## src/rtl/mdl_pgcntr_pkg.sv

```systemverilog
// Shared constants for the serial page counter.
//   DefWidth   : default counter width in bits
//   DefModulus : default page-count modulus
//   DefStep    : default per-frame increment
//   dir_e      : count direction encoding (up adds STEP, down subtracts STEP)
package mdl_pgcntr_pkg;

    localparam int unsigned     DefWidth   = 12;
    localparam longint unsigned DefModulus = 2053;
    localparam longint unsigned DefStep    = 522;

    typedef enum logic {
        DirUp   = 1'b0,
        DirDown = 1'b1
    } dir_e;

endpackage

```

## src/rtl/mdl_serpgcntr_fa.sv

```systemverilog
// One-bit full adder cell used as the serial adder of the page counter.
//   a_i, b_i, c_i : addend bits and carry in
//   s_o           : sum bit
//   co_o          : carry out
module mdl_serpgcntr_fa (
    input  logic a_i,
    input  logic b_i,
    input  logic c_i,
    output logic s_o,
    output logic co_o
);

    assign s_o  = a_i ^ b_i ^ c_i;
    assign co_o = (a_i & b_i) | (a_i & c_i) | (b_i & c_i);

endmodule

```

## src/rtl/mdl_serpgcntr.sv

```systemverilog
// Bit-serial modulo page counter.
// Each frame is WIDTH+1 clock-enabled ticks. Slots 0..WIDTH-1 add the per-frame
// constant K to the value one bit at a time (LSB first) through a full-adder cell;
// slot WIDTH commits the result, applies pending controls and precomputes whether
// the next frame needs the modulus-corrected constant.
//   i_MCLK         : master clock
//   i_RST          : synchronous active-high reset
//   i_CLK2M_PCEN_n : tick enable, active low
//   i_CNT_START    : set pending enable
//   i_CNT_STOP     : clear pending enable (wins over start)
//   i_DIR          : 0 = up, 1 = down, sampled at the frame boundary
//   i_LOAD         : capture i_LOAD_VAL for the next frame boundary
//   i_LOAD_VAL     : preload value
//   o_SER_LSB      : serial sum bit (0 in slot WIDTH)
//   o_VALUE        : committed counter value
//   o_FRAME_END    : one-tick pulse after each frame boundary
//   o_WRAP         : one-tick pulse when the corrected constant was used
//   o_LOAD_ERR     : one-tick pulse when an out-of-range load was dropped
module mdl_serpgcntr
    import mdl_pgcntr_pkg::*;
#(
    parameter int unsigned     WIDTH   = DefWidth,
    parameter longint unsigned MODULUS = DefModulus,
    parameter longint unsigned STEP    = DefStep
) (
    input  logic             i_MCLK,
    input  logic             i_RST,
    input  logic             i_CLK2M_PCEN_n,
    input  logic             i_CNT_START,
    input  logic             i_CNT_STOP,
    input  logic             i_DIR,
    input  logic             i_LOAD,
    input  logic [WIDTH-1:0] i_LOAD_VAL,
    output logic             o_SER_LSB,
    output logic [WIDTH-1:0] o_VALUE,
    output logic             o_FRAME_END,
    output logic             o_WRAP,
    output logic             o_LOAD_ERR
);

    // Parameter legality
    if (WIDTH < 4 || WIDTH > 32) begin : g_bad_width
        $error("mdl_serpgcntr: WIDTH must be in 4..32");
    end
    if (MODULUS < 2 || MODULUS > (64'd1 << WIDTH)) begin : g_bad_modulus
        $error("mdl_serpgcntr: MODULUS must be in 2..2**WIDTH");
    end
    if (STEP == 0 || STEP >= MODULUS) begin : g_bad_step
        $error("mdl_serpgcntr: STEP must be in 1..MODULUS-1");
    end

    localparam int unsigned     SlotW    = $clog2(WIDTH + 1);
    localparam logic [SlotW-1:0] LastSlot = SlotW'(WIDTH);
    localparam logic [63:0]     Mod64    = 64'(MODULUS);
    localparam logic [63:0]     Step64   = 64'(STEP);
    localparam logic [63:0]     UpThresh = Mod64 - Step64;

    // Per-frame constants, all taken mod 2**WIDTH
    localparam logic [WIDTH-1:0] KUp     = WIDTH'(Step64);
    localparam logic [WIDTH-1:0] KUpWrap = WIDTH'(Step64 - Mod64);
    localparam logic [WIDTH-1:0] KDn     = WIDTH'(64'd0 - Step64);
    localparam logic [WIDTH-1:0] KDnWrap = WIDTH'(Mod64 - Step64);

    logic             tick;
    logic             last_slot;

    logic [SlotW-1:0] slot_q, slot_d;
    logic             carry_q, carry_d;
    logic [WIDTH-1:0] sr_q, sr_d;
    logic [WIDTH-1:0] value_q, value_d;
    logic             en_act_q, en_act_d;
    logic             en_pend_q, en_pend_d;
    dir_e             dir_act_q, dir_act_d;
    logic             load_pend_q, load_pend_d;
    logic [WIDTH-1:0] load_val_q, load_val_d;
    logic             wrap_flag_q, wrap_flag_d;
    logic             frame_end_q, frame_end_d;
    logic             wrap_q, wrap_d;
    logic             load_err_q, load_err_d;

    logic [WIDTH-1:0] k_sel;
    logic             k_bit;
    logic             sum_bit;
    logic             carry_out;
    logic             load_ok;
    logic             load_apply;
    logic [WIDTH-1:0] new_val;
    dir_e             dir_in;

    assign tick      = ~i_CLK2M_PCEN_n;
    assign last_slot = (slot_q == LastSlot);
    assign dir_in    = dir_e'(i_DIR);

    // Constant selection for the frame in progress
    always_comb begin
        k_sel = '0;
        if (en_act_q) begin
            if (dir_act_q == DirUp) begin
                k_sel = wrap_flag_q ? KUpWrap : KUp;
            end else begin
                k_sel = wrap_flag_q ? KDnWrap : KDn;
            end
        end
    end

    // Bit of K for the current slot; mux avoids an index-width mismatch
    always_comb begin
        k_bit = 1'b0;
        for (int i = 0; i < int'(WIDTH); i++) begin
            if (slot_q == SlotW'(i)) begin
                k_bit = k_sel[i];
            end
        end
    end

    mdl_serpgcntr_fa u_fa (
        .a_i  (sr_q[0]),
        .b_i  (k_bit),
        .c_i  (carry_q),
        .s_o  (sum_bit),
        .co_o (carry_out)
    );

    assign load_ok    = (64'(load_val_q) < Mod64);
    assign load_apply = load_pend_q & load_ok;
    assign new_val    = load_apply ? load_val_q : sr_q;

    always_comb begin
        slot_d      = slot_q;
        carry_d     = carry_q;
        sr_d        = sr_q;
        value_d     = value_q;
        en_act_d    = en_act_q;
        en_pend_d   = en_pend_q;
        dir_act_d   = dir_act_q;
        load_pend_d = load_pend_q;
        load_val_d  = load_val_q;
        wrap_flag_d = wrap_flag_q;
        frame_end_d = frame_end_q;
        wrap_d      = wrap_q;
        load_err_d  = load_err_q;

        if (tick) begin
            frame_end_d = 1'b0;
            wrap_d      = 1'b0;
            load_err_d  = 1'b0;

            if (i_CNT_STOP) begin
                en_pend_d = 1'b0;
            end else if (i_CNT_START) begin
                en_pend_d = 1'b1;
            end

            if (last_slot) begin
                slot_d      = '0;
                carry_d     = 1'b0;
                sr_d        = new_val;
                value_d     = new_val;
                frame_end_d = 1'b1;
                wrap_d      = en_act_q & wrap_flag_q & ~load_apply;
                load_err_d  = load_pend_q & ~load_ok;
                en_act_d    = en_pend_q;
                dir_act_d   = dir_in;
                load_pend_d = 1'b0;
                // Decide now whether the next frame would leave 0..MODULUS-1
                if (dir_in == DirUp) begin
                    wrap_flag_d = (64'(new_val) >= UpThresh);
                end else begin
                    wrap_flag_d = (64'(new_val) < Step64);
                end
            end else begin
                slot_d  = slot_q + 1'b1;
                carry_d = carry_out;
                sr_d    = {sum_bit, sr_q[WIDTH-1:1]};
            end

            // A load seen on the boundary tick itself waits for the next boundary
            if (i_LOAD) begin
                load_pend_d = 1'b1;
                load_val_d  = i_LOAD_VAL;
            end
        end
    end

    always_ff @(posedge i_MCLK) begin
        if (i_RST) begin
            slot_q      <= '0;
            carry_q     <= 1'b0;
            sr_q        <= '0;
            value_q     <= '0;
            en_act_q    <= 1'b0;
            en_pend_q   <= 1'b0;
            dir_act_q   <= DirUp;
            load_pend_q <= 1'b0;
            load_val_q  <= '0;
            wrap_flag_q <= 1'b0;
            frame_end_q <= 1'b0;
            wrap_q      <= 1'b0;
            load_err_q  <= 1'b0;
        end else begin
            slot_q      <= slot_d;
            carry_q     <= carry_d;
            sr_q        <= sr_d;
            value_q     <= value_d;
            en_act_q    <= en_act_d;
            en_pend_q   <= en_pend_d;
            dir_act_q   <= dir_act_d;
            load_pend_q <= load_pend_d;
            load_val_q  <= load_val_d;
            wrap_flag_q <= wrap_flag_d;
            frame_end_q <= frame_end_d;
            wrap_q      <= wrap_d;
            load_err_q  <= load_err_d;
        end
    end

    assign o_SER_LSB   = last_slot ? 1'b0 : sum_bit;
    assign o_VALUE     = value_q;
    assign o_FRAME_END = frame_end_q;
    assign o_WRAP      = wrap_q;
    assign o_LOAD_ERR  = load_err_q;

endmodule

```

## config.mk

```make
export PLATFORM = sky130hd
export DESIGN_NAME = mdl_serpgcntr
export DESIGN_NICKNAME = d
export VERILOG_FILES = /design/src/rtl/mdl_pgcntr_pkg.sv /design/src/rtl/mdl_serpgcntr_fa.sv /design/src/rtl/mdl_serpgcntr.sv
export SDC_FILE = /design/constraint.sdc
export NUM_CORES = 1
export LEC_CHECK = 0
export ABC_AREA = 1
export BUFFER_PORTS_ARGS = -buffer_cell sky130_fd_sc_hd__clkbuf_2
export CAP_MARGIN = 20
export CORE_UTILIZATION = 55
export DETAILED_ROUTE_END_ITERATION = 7
export PLACE_DENSITY_LB_ADDON = 0.05
export SLEW_MARGIN = 5
export SYNTH_ARGS = -nofsm -noshare
export SYNTH_HDL_FRONTEND = slang
export SYNTH_SLANG_ARGS = --single-unit
```

## constraint.sdc

```tcl
create_clock -name i_MCLK -period 2.45 [get_ports i_MCLK]
set_input_delay 0.1225 -clock i_MCLK [delete_from_list [all_inputs] [get_ports i_MCLK]]
set_output_delay 0.1225 -clock i_MCLK [all_outputs]
set_load 0.005 [all_outputs]
```

# Word-level counts from Yosys, hierarchy flattened

Index checks and enable logic that the tools add are counted.

Equality and inequality tests: 12
Add/sub/neg operators: 1
Magnitude comparators: 3
Reduce and logical (&&, ||, !) cells: 7
Bitwise logic cells: 14
Muxes and demuxes: 29

Operators by type and width:

| kind                                                                                  | number |
|---|---|
| 12-bit two-way mux                                                                    | 6 |
| 1-bit two-way mux                                                                     | 22 |
| 4-bit == test, second input constant                                                  | 5 |
| 4-bit by 3-bit == test with 1-bit output, second input constant                       | 4 |
| 12-bit by 11-bit greater-or-equal comparator with 1-bit output, second input constant | 1 |
| 12-bit by 10-bit less-than comparator with 1-bit output, second input constant        | 1 |
| 12-bit less-than comparator, second input constant                                    | 1 |
| 4-bit by 2-bit == test with 1-bit output, second input constant                       | 2 |
| 2-bit AND reduction                                                                   | 4 |
| 1-bit bitwise AND                                                                     | 7 |
| 4-bit by 1-bit adder with 4-bit output, second input constant                         | 1 |
| 4-bit by 1-bit == test with 1-bit output, second input constant                       | 1 |
| 4-bit zero test                                                                       | 1 |
| 4-bit two-way mux                                                                     | 1 |
| 2-bit nonzero test                                                                    | 2 |
| 1-bit NOT                                                                             | 3 |
| 1-bit OR                                                                              | 2 |
| 1-bit bitwise XOR                                                                     | 2 |

Word-level logic and storage cells: 79
Output and inout bits: 16
Input port bits: 19
Register bits after elaboration: 49

# Logic depth before layout (Yosys ltp)

Depth after elaboration: 19
Gate-level depth with buffers: 17
Gate-level depth less buffers: 17

# Modules after synthesis

Synthesis repeated with hierarchy kept, for this count alone.

Cells, all modules: 337
Area, all modules: 2344.7 um2

By module, submodules not included:

| module           | sequential area each (um2) | times used | area an instance (um2) | cells an instance |
|---|---|---|---|---|
| mdl_serpgcntr    | 980.9                      | 1          | 2324.7                 | 336 |
| mdl_serpgcntr_fa | 0.0                        | 1          | 20.0                   | 1 |

# Least setup slack after synthesis

No wires, ideal clock.

Path kind: reg-to-reg
Start: register dir_act_q
End: register sr_q[11]
Arrival: 2013 ps
Path slack: 320 ps
Cell stages (with the launch flop): 14
Path buffers: 0
Library setup time: 116 ps
Data required time: 2334 ps
Clock period less this slack: 2130 ps
Cells stage by stage: dfxtp_1 -> inv_1 -> ha_1 -> inv_1 -> a21oi_1 -> o2111ai_1 -> o211ai_1 -> o2111ai_1 -> a21oi_1 -> fa_1 -> nand2_1 -> inv_1 -> o21ai_0 -> nand2_1

Longest elaborated chain between the ends: 17

RTL lines:

| element                             | RTL line               | RTL |
|---|---|---|
| from (decl)                         | mdl_serpgcntr.sv:73    | `dir_e dir_act_q, dir_act_d;` |
| from (signal assigned)              | mdl_serpgcntr.sv:193   | `dir_act_q <= DirUp;` |
| from (signal assigned)              | mdl_serpgcntr.sv:207   | `dir_act_q <= dir_act_d;` |
| 12-bit two-way mux (*)              | mdl_serpgcntr.sv:98    | `if (dir_act_q == DirUp) begin` |
| 12-bit two-way mux (*)              | mdl_serpgcntr.sv:97    | `if (en_act_q) begin` |
| 1-bit two-way mux (11 in series)    | mdl_serpgcntr.sv:110   | `if (slot_q == SlotW'(i)) begin` |
| 1-bit two-way mux (*)               | mdl_serpgcntr.sv:110   |  |
| 1-bit bitwise XOR (*) (2 in series) | mdl_serpgcntr_fa.sv:13 | `assign s_o = a_i ^ b_i ^ c_i;` |
| 12-bit two-way mux (*)              | mdl_serpgcntr.sv:154   | `if (last_slot) begin` |
| to (signal assigned)                | mdl_serpgcntr.sv:203   | `sr_q <= sr_d;` |
| to (decl)                           | mdl_serpgcntr.sv:69    | `logic [WIDTH-1:0] sr_q, sr_d;` |

Every way passes the cells marked *; elsewhere a longest branch is shown, timed or not.
A chain may end at the register's enable or synchronous reset.

# Worst setup path in the final report

Start: register dir_act_q
End: output o_SER_LSB

Longest elaborated chain between the ends: 17

RTL lines:

| element                             | RTL line               | RTL |
|---|---|---|
| 12-bit two-way mux (*)              | mdl_serpgcntr.sv:98    |  |
| 12-bit two-way mux (*)              | mdl_serpgcntr.sv:97    |  |
| 1-bit two-way mux (11 in series)    | mdl_serpgcntr.sv:110   |  |
| 1-bit two-way mux (*)               | mdl_serpgcntr.sv:110   |  |
| 1-bit bitwise XOR (*) (2 in series) | mdl_serpgcntr_fa.sv:13 |  |
| 1-bit two-way mux (*)               | mdl_serpgcntr.sv:217   | `assign o_SER_LSB = last_slot ? 1'b0 : sum_bit;` |
| to (decl)                           | mdl_serpgcntr.sv:34    | `output logic o_SER_LSB,` |

Marked as above.

==> summary.md <==
| Metric | Value |
|---|---|
| Pre-CTS WS | `0.1612 ns` |
| Slowest CP cell | `fa_1` |
| Core ar. | `about 4100 µm²` |
| Leakage power | `1.169 nW` |
| RSZ-0062 raised after global routing | `true` |
| Metal-1 WL | `approximately 2600 µm` |
| Crit-path cells | `inv_2, ha_4, inv_1, a21oi_1, o2111ai_2, o211ai_1, o2111ai_1, a21oi_2, fa_1, nand2_1, inv_1, clkbuf_2` |
| Met3 Routed Length | `~230 µm` |
| Hold WC Path Type | `input port to flip-flop` |
| Max cap viols | `0` |
| Final Hold Vio Count | `0` |
| Post-synthesis cell count | `341` |
| Die span in y | `68.04 µm` |
| First-pass GRT wire length | `8970 µm` |
| DR DRC count | `0` |
| Failing checks | `negative setup slack` |
| Transition time of the tightest slew-check pin | `0.4667 ns` |
| Synth-to-Final Area Change | `16.07%` |
| HPWL after DPL | `3841 µm` |
| Wire length on met2 | `2641 µm` |
| Period utilization | `1.027` |
| Layout fillers | `391` |
| Die width | `68.04 µm` |
| Pin count of the biggest net entering global routing | `31` |
| Total CTS buffers | `5` |
| ANT cells | `0` |
| FF-to-FF setup slack | `about 0.070 ns` |
| Sum of negative setup slack | `-0.06516 ns` |
| Syn_area_per_cell | `7.034 µm²` |
| Syn. warnings | `0` |
| Top Ports | `35` |
| Slew Viols, Final | `0` |
| Cell mode on critical path | `inv_1` |
| Slew margin rel. | `0.6885` |
| Hold slack | `0.07238 ns` |
| Final clock skew | `0.01186 ns` |
| Most common cell after layout, fill and taps aside | `nand2_1` |
| Clk slew on worst S/H paths | `0.09 ns` |
| Synth top area share | `0.4090` |
| Worst vdd ir | `0.3306 mV` |
| Routability congestion estimate | `about 1` |
| Min Tclk post-route | `~2.5 ns` |
| DR WL/cell | `13.11 µm` |
| Largest area contributor in the netlist | `dfxtp_1` |
| Sequential element share of the synthesized area | `0.4090` |
| CTS tree | `yes` |
| Top delay family on crit path | `compound AO/OA/AOI/OAI gates` |
| WP buf/inv | `4` |
| Startpoint class of the critical path | `flip-flop` |
| Clk sinks | `slightly below 50` |
| Synth cell types | `32` |
| Via density | `~5.4` |
| DR vias | `between 2000 and 2500` |
| Final std cells w/o fill | `427` |
| DRT antenna net count | `0` |
| CTS root buffer | `clkbuf_8` |
| Clk_lat worst skew | `about 0.3 ns` |
| Status | `finished, violations left` |
| Gr ovfl total | `0` |
| Syn_nets | `366` |
| Initial core utilization | `0.5870` |
| Most frequent cells in the layout | `nand2_1 (90), dfxtp_1 (46), nand3_1 (34), nor2_1 (34), clkbuf_2 (34)` |
| Overall global routing resource usage | `0.2610` |
| Routed WL | `5597 µm` |
| Crit path kind | `flip-flop to output port` |
| PnR Total Power | `1.487 mW` |
| Critical Path RT | `around 2.3 ns` |
| Pwr dens | `534.3 nW/µm²` |
| Cell Rows | `23` |
| Synth Register Bits | `49` |
| Max incr delay on CP | `0.42 ns` |
| Port Buf Inserts | `34` |
| Post-Syn Area | `around 2400 µm²` |
| Setup ws final | `-0.06516 ns` |
| Initial DRC count | `208` |
| Vias in the first global route | `1948` |
| Cells after DPL | `415` |
| First-pass iteration count of the detailed router | `4` |
| Setup crit end kind | `output port` |
| Clock buffer depth | `2` |
| Critical path peak fanout | `5` |
| WP data arrival | `2.39 ns` |
| Fmax | `397.6 MHz` |
| CTS HTree Levels | `2` |
| Setup violations, final | `1` |
| Highest routed layer | `met4` |
| Die area | `between 4000 and 5000 µm²` |
| Antenna violations before repair | `0` |
| Layout cells sized above 1 | `0.2069` |
| Synth area leaders | `dfxtp_1 (41%), nand2_1 (14%), nand3_1 (7.1%)` |
| Fin nets | `401` |
## final timing paths
path / startpoint / endpoint / depth (start not counted)
worst max-delay path: dir_act_q / o_SER_LSB / 12
worst min-delay path: i_LOAD_VAL[6] / load_val_q[6] / 3
worst max register to register: dir_act_q / sr_q[11] / 14
worst min register to register: o_VALUE[9] / o_VALUE[9] / 2
## registers in the layout, summed over array words and instances, names as in the netlist, 4 cells and up
register    count
slot_q          4
load_val_q     12
o_VALUE        12
sr_q           12
## worst min-delay path, delay by kind of cell
family | cells | cell delay, ns
AOI/OAI and AO/OA | 1 | 0.07
buffers and inverters | 1 | 0.07
and+or+nand+nor | 1 | 0.08
## synthesized netlist by cell type
cell       number
a211oi_1        2
a21oi_1        23
a31oi_1        12
buf_2           2
buf_4           2
buf_6           2
clkbuf_1        9
clkbuf_2        1
clkinv_1        2
dfxtp_1        49
fa_1            1
ha_1            5
inv_1          24
inv_2           2
nand2_1        90
nand2_2         1
nand2_4         4
nand3_1        34
nand3_2         1
nand3b_1        1
nand4_1         2
nor2_1         35
nor2_2          3
nor2_4          1
nor3_1          5
nor3b_1         1
o2111ai_1       2
o211ai_1        1
o21ai_0        20
o21ai_1         1
o31ai_1         1
xor2_1          2
## metrics by stage
step,cell area [µm²],util
6_report,2784,0.6813
5_1_grt,2784,0.6813
4_1_cts,2731,0.6684
3_5_place_dp,2590,0.6338
3_3_place_gp,2590,0.6338
2_1_floorplan,2399,-
## final cells by class
cell class / count / area [µm²] / share of cell area
multi-input cells: 248 / 1286 / 0.4620
flip-flops and latches: 49 / 989.7 / 0.3555
repair buffers: 44 / 247.7 / 0.08899
inverters: 28 / 115.1 / 0.04135
clock buffers: 6 / 72.57 / 0.02607
well taps: 50 / 62.56 / 0.02247
clock inverters: 2 / 10.01 / 0.003596
## cells by family after synthesis
family                     Yosys count  synth area share
AOI/OAI and AO/OA                   62            0.1429
xor gates and xnor gates             2          0.007304
adders and majority gates            6           0.03443
buffers and inverters               44           0.07981
DFF                                 49            0.4090
and+or+nand+nor                    178            0.3266
## per-layer routing
metal | vias to the layer above | track usage
met2 | 66 | 0.4105
met5 | - | 0
met1 | 1034 | 0.3438
li1 | 1183 | -
met4 | 0 | 0.1094
met3 | 9 | 0.05333
## timing repair
action                                 in CTS  in global routing
resized for setup                          13                 13
pin swaps                                   9                  6
endpoints found under the hold margin       1                  0
setup endpoints to repair                   1                  2
buffers inserted                            2                  1
hold buffers                                1                  0
## power by group
group / switching, mW / internal (mW)
sequential: 0.0230 / 0.817
clock: 0.257 / 0.198
combinational: 0.117 / 0.0753
(Power assumes the default switching activity.)
